[src/rtl/conv_frame_ctrl.sv]
// Frame sequencer for the 3x3 window generator and downstream MAC: clears and enables the
// generator for one frame, waits for matching MAC results, with abort and a progress watchdog.
module conv_frame_ctrl #(
  parameter int unsigned WIDTH   = 480,
  parameter int unsigned HEIGHT  = 272,
  parameter int unsigned TIMEOUT = 4096,
  parameter int unsigned CNT_W   = $clog2(WIDTH * HEIGHT + 1)
) (
  input  logic             iClk,
  input  logic             iRst,
  input  logic             iStart,
  input  logic             iAbort,
  output logic             oWinRstN,
  output logic             oWinEn,
  output logic             oWinBusy,
  input  logic             iWinValid,
  input  logic             iMacBusy,
  input  logic             iMacValid,
  output logic             oBusy,
  output logic             oDone,
  output logic             oAborted,
  output logic             oErr,
  output logic [CNT_W-1:0] oWinCnt,
  output logic [CNT_W-1:0] oResCnt,
  output logic [15:0]      oFrameCnt
);

  localparam int unsigned TOTAL = WIDTH * HEIGHT;
  localparam int unsigned WD_W  = $clog2(TIMEOUT + 1);
  localparam logic [CNT_W-1:0] TotalC = CNT_W'(TOTAL);
  localparam logic [WD_W-1:0]  WdLast = WD_W'(TIMEOUT - 1);

  typedef enum logic [2:0] {StIdle, StClr, StRun, StDrain, StDone, StAbort, StErr} stateT;

  stateT            stateQ, stateD;
  logic [CNT_W-1:0] winCntQ, winCntD, resCntQ, resCntD;
  logic [WD_W-1:0]  wdQ, wdD;
  logic [15:0]      frameCntQ;
  logic             winRstNQ, doneQ, abortedQ, errQ, busyQ;
  logic             winHit, macHit;

  always_comb begin
    stateD  = stateQ;
    winCntD = winCntQ;
    resCntD = resCntQ;
    wdD     = wdQ;
    winHit  = 1'b0;
    macHit  = 1'b0;
    case (stateQ)
      StIdle: if (iStart) stateD = StClr;
      StClr: begin
        winCntD = '0;
        resCntD = '0;
        wdD     = '0;
        stateD  = StRun;
      end
      StRun, StDrain: begin
        winHit = (stateQ == StRun) && iWinValid;
        // Results beyond a full frame saturate silently.
        macHit = iMacValid && (resCntQ != TotalC);
        if (winHit) winCntD = winCntQ + CNT_W'(1);
        if (macHit) resCntD = resCntQ + CNT_W'(1);
        wdD = (winHit || macHit) ? '0 : wdQ + WD_W'(1);
        if (winHit && (winCntQ == TotalC - CNT_W'(1))) begin
          stateD = (resCntD == TotalC) ? StDone : StDrain;
        end else if ((stateQ == StDrain) && (resCntD == TotalC)) begin
          stateD = StDone;
        end else if (!(winHit || macHit) && (wdQ == WdLast)) begin
          stateD = StErr;
        end
      end
      StDone, StAbort: stateD = StIdle;
      StErr: stateD = StErr;
      default: stateD = StIdle;
    endcase
    if (iAbort && (stateQ != StIdle)) stateD = StAbort;
  end

  always_ff @(posedge iClk or negedge iRst) begin
    if (!iRst) begin
      stateQ    <= StIdle;
      winCntQ   <= '0;
      resCntQ   <= '0;
      wdQ       <= '0;
      frameCntQ <= '0;
      winRstNQ  <= 1'b1;
      doneQ     <= 1'b0;
      abortedQ  <= 1'b0;
      errQ      <= 1'b0;
      busyQ     <= 1'b0;
    end else begin
      stateQ   <= stateD;
      winCntQ  <= winCntD;
      resCntQ  <= resCntD;
      wdQ      <= wdD;
      if ((stateD == StDone) && (stateQ != StDone)) frameCntQ <= frameCntQ + 16'd1;
      // Generator clear is a flop so its asynchronous reset input never sees decode glitches.
      winRstNQ <= !((stateD == StClr) || (stateD == StAbort) || (stateD == StErr));
      doneQ    <= (stateD == StDone);
      abortedQ <= (stateD == StAbort);
      errQ     <= (stateD == StErr);
      busyQ    <= (stateD != StIdle);
    end
  end

  assign oWinEn    = (stateQ == StRun);
  assign oWinBusy  = iMacBusy;
  assign oWinRstN  = winRstNQ;
  assign oDone     = doneQ;
  assign oAborted  = abortedQ;
  assign oErr      = errQ;
  assign oBusy     = busyQ;
  assign oWinCnt   = winCntQ;
  assign oResCnt   = resCntQ;
  assign oFrameCnt = frameCntQ;

endmodule

[config.mk]
export PLATFORM = sky130hd
export DESIGN_NAME = conv_frame_ctrl
export DESIGN_NICKNAME = d
export VERILOG_FILES = /design/src/rtl/conv_frame_ctrl.sv
export SDC_FILE = /design/constraint.sdc
export NUM_CORES = 1
export LEC_CHECK = 0
export ABC_AREA = 1
export CORE_MARGIN = 2
export CORE_UTILIZATION = 55
export CTS_CLUSTER_SIZE = 25
export DETAILED_ROUTE_END_ITERATION = 7
export DONT_BUFFER_PORTS = 1
export PLACE_DENSITY = 0.79
export SYNTH_ARGS = -nofsm -noshare
export SYNTH_HDL_FRONTEND = slang
export SYNTH_SLANG_ARGS = --single-unit
[constraint.sdc]
create_clock -name iClk -period 6.6 [get_ports iClk]
set_clock_uncertainty 0.05 [all_clocks]
set_input_delay 1.32 -clock iClk [delete_from_list [all_inputs] [get_ports iClk]]
set_output_delay 1.32 -clock iClk [all_outputs]
set_load 0.005 [all_outputs]
**Word level (Yosys, flattened, before mapping)**

Index checks and enable logic that the tools add are counted.

- Output and inout bits: 57
- Register bits after elaboration: 71
- Input port bits: 7

- Add/subtract/negate cells: 4
- Equality and inequality tests: 14
- Reductions and logical operators: 18
- Muxes and demuxes: 14

Operators by type and width:

| cell | count |
|---|---|
| $pmux W17 S2 | 2 |
| $mux W17 | 3 |
| $add A17 B1 Y17 const B | 2 |
| $eq A17 B17 Y1 const B | 2 |
| $pmux W13 S2 | 1 |
| $mux W3 | 6 |
| $ne A17 B17 Y1 const B | 1 |
| $add A16 B1 Y16 const B | 1 |
| $add A13 B1 Y13 const B | 1 |
| $eq A13 B12 Y1 const B | 1 |
| $mux W13 | 1 |
| $eq A3 B3 Y1 const B | 4 |
| $pmux W3 S4 | 1 |
| $logic_and A1 B1 Y1 | 7 |
| $eq A3 B1 Y1 const B | 2 |
| $eq A3 B2 Y1 const B | 2 |
| $reduce_bool A3 Y1 | 2 |
| $logic_not A3 Y1 | 1 |
| $logic_or A1 B1 Y1 | 3 |
| $ne A3 B3 Y1 const B | 1 |
| $logic_not A1 Y1 | 2 |
| $ne A2 B2 Y1 const B | 1 |
| $reduce_and A2 Y1 | 1 |
| $reduce_bool A2 Y1 | 1 |
| $reduce_or A2 Y1 | 1 |

**Logic depth before layout (Yosys ltp)**

- Depth in word-level cells: 14
- Gate-level depth with buffers: 23
- Gate-level depth less buffers: 23

**Worst setup path before layout**

Ideal clock, no wire load.

- Path kind: input port to flip-flop
- From: input port iMacValid
- To: register frameCntQ[6], in the netlist oFrameCnt[6]
- Cell stages on the path: 18
- Setup time: 117 ps
- Setup slack: 3,433 ps
- Data required time: 6,433 ps
- Arrival time: 3,000 ps
- Cell sequence: buf_4 nand4_2 nor2_4 nand2_1 nand2_1 nand2_1 nand3b_4 nor2_2 nand4_1 nand2_1 nand2_1 nand2_1 nand2_2 nor2_4 nand3_4 buf_6 nand2_1 nand2_1

- Word-level cells in the longest chain between the ends: 11
- Elaborated cells between the ends (all ways): 16

Ends and longest elaborated chain:

| element | line | source |
|---|---|---|
| start: declaration | 18 | `input logic iMacValid,` |
| $logic_and A1 B1 Y1 (*) | 60 | `macHit = iMacValid && (resCntQ != TotalC);` |
| $mux W17 / $logic_or A1 B1 Y1 (equally long branches) | 62, 68 |  |
| $mux W17 / $logic_not A1 Y1 (equally long branches) | 49, 68 |  |
| $eq A17 B17 Y1 / $logic_and A1 B1 Y1 (equally long branches) | 65, 66, 68 |  |
| $logic_and A1 B1 Y1 / $mux W3 (equally long branches) | 66, 68 |  |
| $mux W3 | 66 | `end else if ((stateQ == StDrain) && (resCntD == TotalC)) begin` |
| $mux W3 (*) | 64 | `if (winHit && (winCntQ == TotalC - CNT_W'(1))) begin` |
| $pmux W3 S4 (*) | 49 | `case (stateQ)` |
| $mux W3 (*) | 76 | `if (iAbort && (stateQ != StIdle)) stateD = StAbort;` |
| $eq A3 B3 Y1 (*) | 96 | `if ((stateD == StDone) && (stateQ != StDone)) frameCntQ <= frameCntQ + 16'd1;` |
| $logic_and A1 B1 Y1 (*) | 96 |  |
| end signal: assignment | 96 |  |
| end: declaration | 38 | `logic [15:0] frameCntQ;` |

Every way passes the cells marked *; elsewhere a longest branch is shown, timed or not. The select of a mux whose other input is x is not followed.
A chain may end at the register's enable or synchronous reset.

**Worst setup path in the final report**

- From: input port iMacValid
- To: register frameCntQ[3], in the netlist oFrameCnt[3]

Same word-level chain as after synthesis.

==> flow_summary.yaml <==
run_status:
  status: "finished clean"
yosys:
  syn_area_um2: 4310
  synth_top_family_by_area: "simple AND/OR/NAND/NOR gates"
  postSynthNetCount: 577
  synth.area.top_cells: "dfrtp_1 41%, nand2_1 13%, inv_1 7.1%"
  yosys_warnings: 0
  synth_top_area_share_pct: 40.6
  yosysUniqueCellTypes: 42
  synth_compound_area_share_pct: 7.31
  synth-xor-area-share_pct: 5.66
  ys_ff_latch: 71
  synth_top_area_cell: "dfrtp_1"
  synthSimpleGateAreaFrac_pct: 34.3
  synthAdderAreaFrac_pct: 1.45
  synth-seq-area-share_pct: 41.2
  synth_edf_count: 0
  synthMuxAreaShare_pct: 0
  synth_cells: 565
  ys.flop_type: "dfrtp_1"
  syn_avg_cell_area_um2: 7.63
  ys_async_sr_fraction_pct: 100
die:
  start_util_pct: 56.4
  fp.dieW_um: 92.5
  die_y_um: 92.5
  io_pins: 64
  die_area_um2: 8560
  num_rows: 32
  fp.coreArea_um2: 7650
critical_path:
  critical_path_required_ps: 6780
  start_kind: "input port"
  cp.arrival_ps: 3650
  critPathCaptureType: "register"
  r2r_slack_ps: 3340
  critical_path.max_fanout: 20
  critical_path_class: "in -> reg"
  r2r_cells: 20
global_route:
  first_global_vias: 3511
  grt_overflow: 0
  antenna_found_initial: 0
  grt_pass1_wl_mm: 16.4
  grtUsageTotal_pct: 23.6
  grt_max_degree: 72
cells_and_area:
  final_core_util_pct: 59.1
  drive_above_1_share_pct: 7.75
  stdcell_area_um2: 4520
  fillerInstances: 673
  final_common_cell: "nand2_1"
  num_antenna_cells: 0
  stdcell_count: 670
  syn_to_final_growth_pct: 4.88
  nets: 576
  final_cell_mix: "144 x nand2_1, 82 x inv_1, 70 x dfrtp_1"
clock_tree:
  cts_resized: 0
  ctsRootBufferMaster: "clkbuf_8"
  hold_buffers: 0
  cts.sinks: 71
  postCtsSetupRepairBufs: 0
  htreeDepth: 3
  clk_latency_ps: 350
  cts_tree: "done"
  clockBufferDepth: 2
  clk_transition_reported_paths_ps: 80
  numCtsBuffers: 9
sta:
  fmax_mhz: 288
  slew_violations: 0
  hold_viol: 0
  fin_tns_setup_ps: 0
  period_share_pct: 52.6
  setup_viol: 0
  tightestPinTransition_ps: 999
  rsz0062_at_grt: "false"
  min_period_ps: 3470
  slew_headroom_pct: 33.1
detailed_routing:
  drc: 0
  ant_nets: 0
  first_pass_iters: 5
  drtIter0Drc: 246
  wirelength_mm: 9.59
  vias: 3721
  wl_per_cell_um: 14.3
  viasPerCell: 5.55
power_and_ir_drop:
  ir_worst_vdd_mv: 0.186
  comb_power_share_pct: 26.8
  leakagePower_uw: 0.00212
  clkPwrFrac_pct: 28.4
  netSwitchingFraction_pct: 38.3
  total_power_uw: 1170
  powerDensity_nw_per_um2: 259
  p_int_uw: 723
  power_switching_uw: 449
  seqPwrFrac_pct: 44.8
run:
  cap_violations: 0
worst_hold_path:
  hold_class: "reg -> reg"
  hold_path_depth: 2
place:
  placedCellCount: 655
  numPortBuffers: 0
  postPlaceCellArea_um2: 4340
  hpwl_mm: 6.72
  place_congestion: 0.948
worst paths after layout:
path                          startpoint             to
hold reg to reg            oFrameCnt[15]  oFrameCnt[15]
min in group asynchronous           iRst     oResCnt[5]
max in group asynchronous           iRst       oWinRstN
setup / recovery               iMacValid   oFrameCnt[3]
hold / removal             oFrameCnt[15]  oFrameCnt[15]
setup reg to reg              oResCnt[0]   oFrameCnt[3]
power groups by stage:
stage	clock, µW	combinational [µW]	sequential (µW)
CTS	343	311	525
global placement	0	304	531
floorplan	0	287	518
finish	333	314	525
detailed placement	0	311	532
global route	362	355	531
logic make-up after synthesis:
| group | after synthesis |
|---|---|
| flip-flops | 71 |
| AND/OR/NAND/NOR | 309 |
| buffers and inverters | 100 |
| AO/OA/AOI/OAI | 53 |
| XOR/XNOR | 27 |
| adder cells (fa/ha/maj) | 5 |
worst max-delay path, stage by stage:
cell,delay [ps]
nand2_1,30
nor2_1,180
nand2_1,80
nor2_1,220
nand2_1,100
nand2_1,90
nand3_1,120
nor3_2,180
nand4_1,110
nand2_1,110
o21ai_1,80
nand2_1,520
nand3_4,310
nand2_1,130
nand2_1,50
stage by stage:
step / hold slack, ps / worst slack, ps
finish: 500 / 3130
global route: 537 / 2910
CTS: 509 / 3200
detailed placement: 490 / 2880
global placement: 465 / 2950
floorplan: 440 / 3430
sequential cells by signal, indices dropped and copies added, names as in the netlist, 3 cells and up:
| register | flops |
|---|---|
| oWinCnt | 17 |
| wdQ | 13 |
| oResCnt | 17 |
| oFrameCnt | 16 |
| stateQ | 3 |
metal layers:
metal	routed length, µm	share of wire [%]	track usage [%]	vias up
met5	0	0	0	-
met4	127	1.3	7.96	0
met3	846	8.8	5.94	17
met2	4530	47	37.8	159
met1	4090	43	31.3	1701
li1	-	-	-	1844
final cells by class:
cell class | count | area, µm² | share of cell area, %
Sequential cell | 71 | 1780 | 39.3
Tap cell | 102 | 128 | 2.82
Timing Repair Buffer | 1 | 7.51 | 0.166
Clock inverter | 4 | 47.5 | 1.05
Clock buffer | 11 | 131 | 2.91
Multi-Input combinational cell | 394 | 2100 | 46.5
Inverter | 87 | 327 | 7.22
cells in the mapped netlist, types with 2 or more instances:
library cell and count:
dfrtp_1 70, o21ai_1 3, a221oi_1 2, nor2_4 3, xor2_1 18, nor2_2 3
nand4_1 30, nand2_2 5, nor2_1 52, clkbuf_1 4, buf_4 5, ha_1 5
nand3_1 37, nor3_2 4, inv_1 82, nor3b_1 6, nor3_1 11, nand2_1 144
inv_2 5, o22ai_1 21, a21oi_1 8, xnor2_1 8, o21ai_0 14, nand3_2 3
nor4_1 5
(Power assumes the default switching activity.)
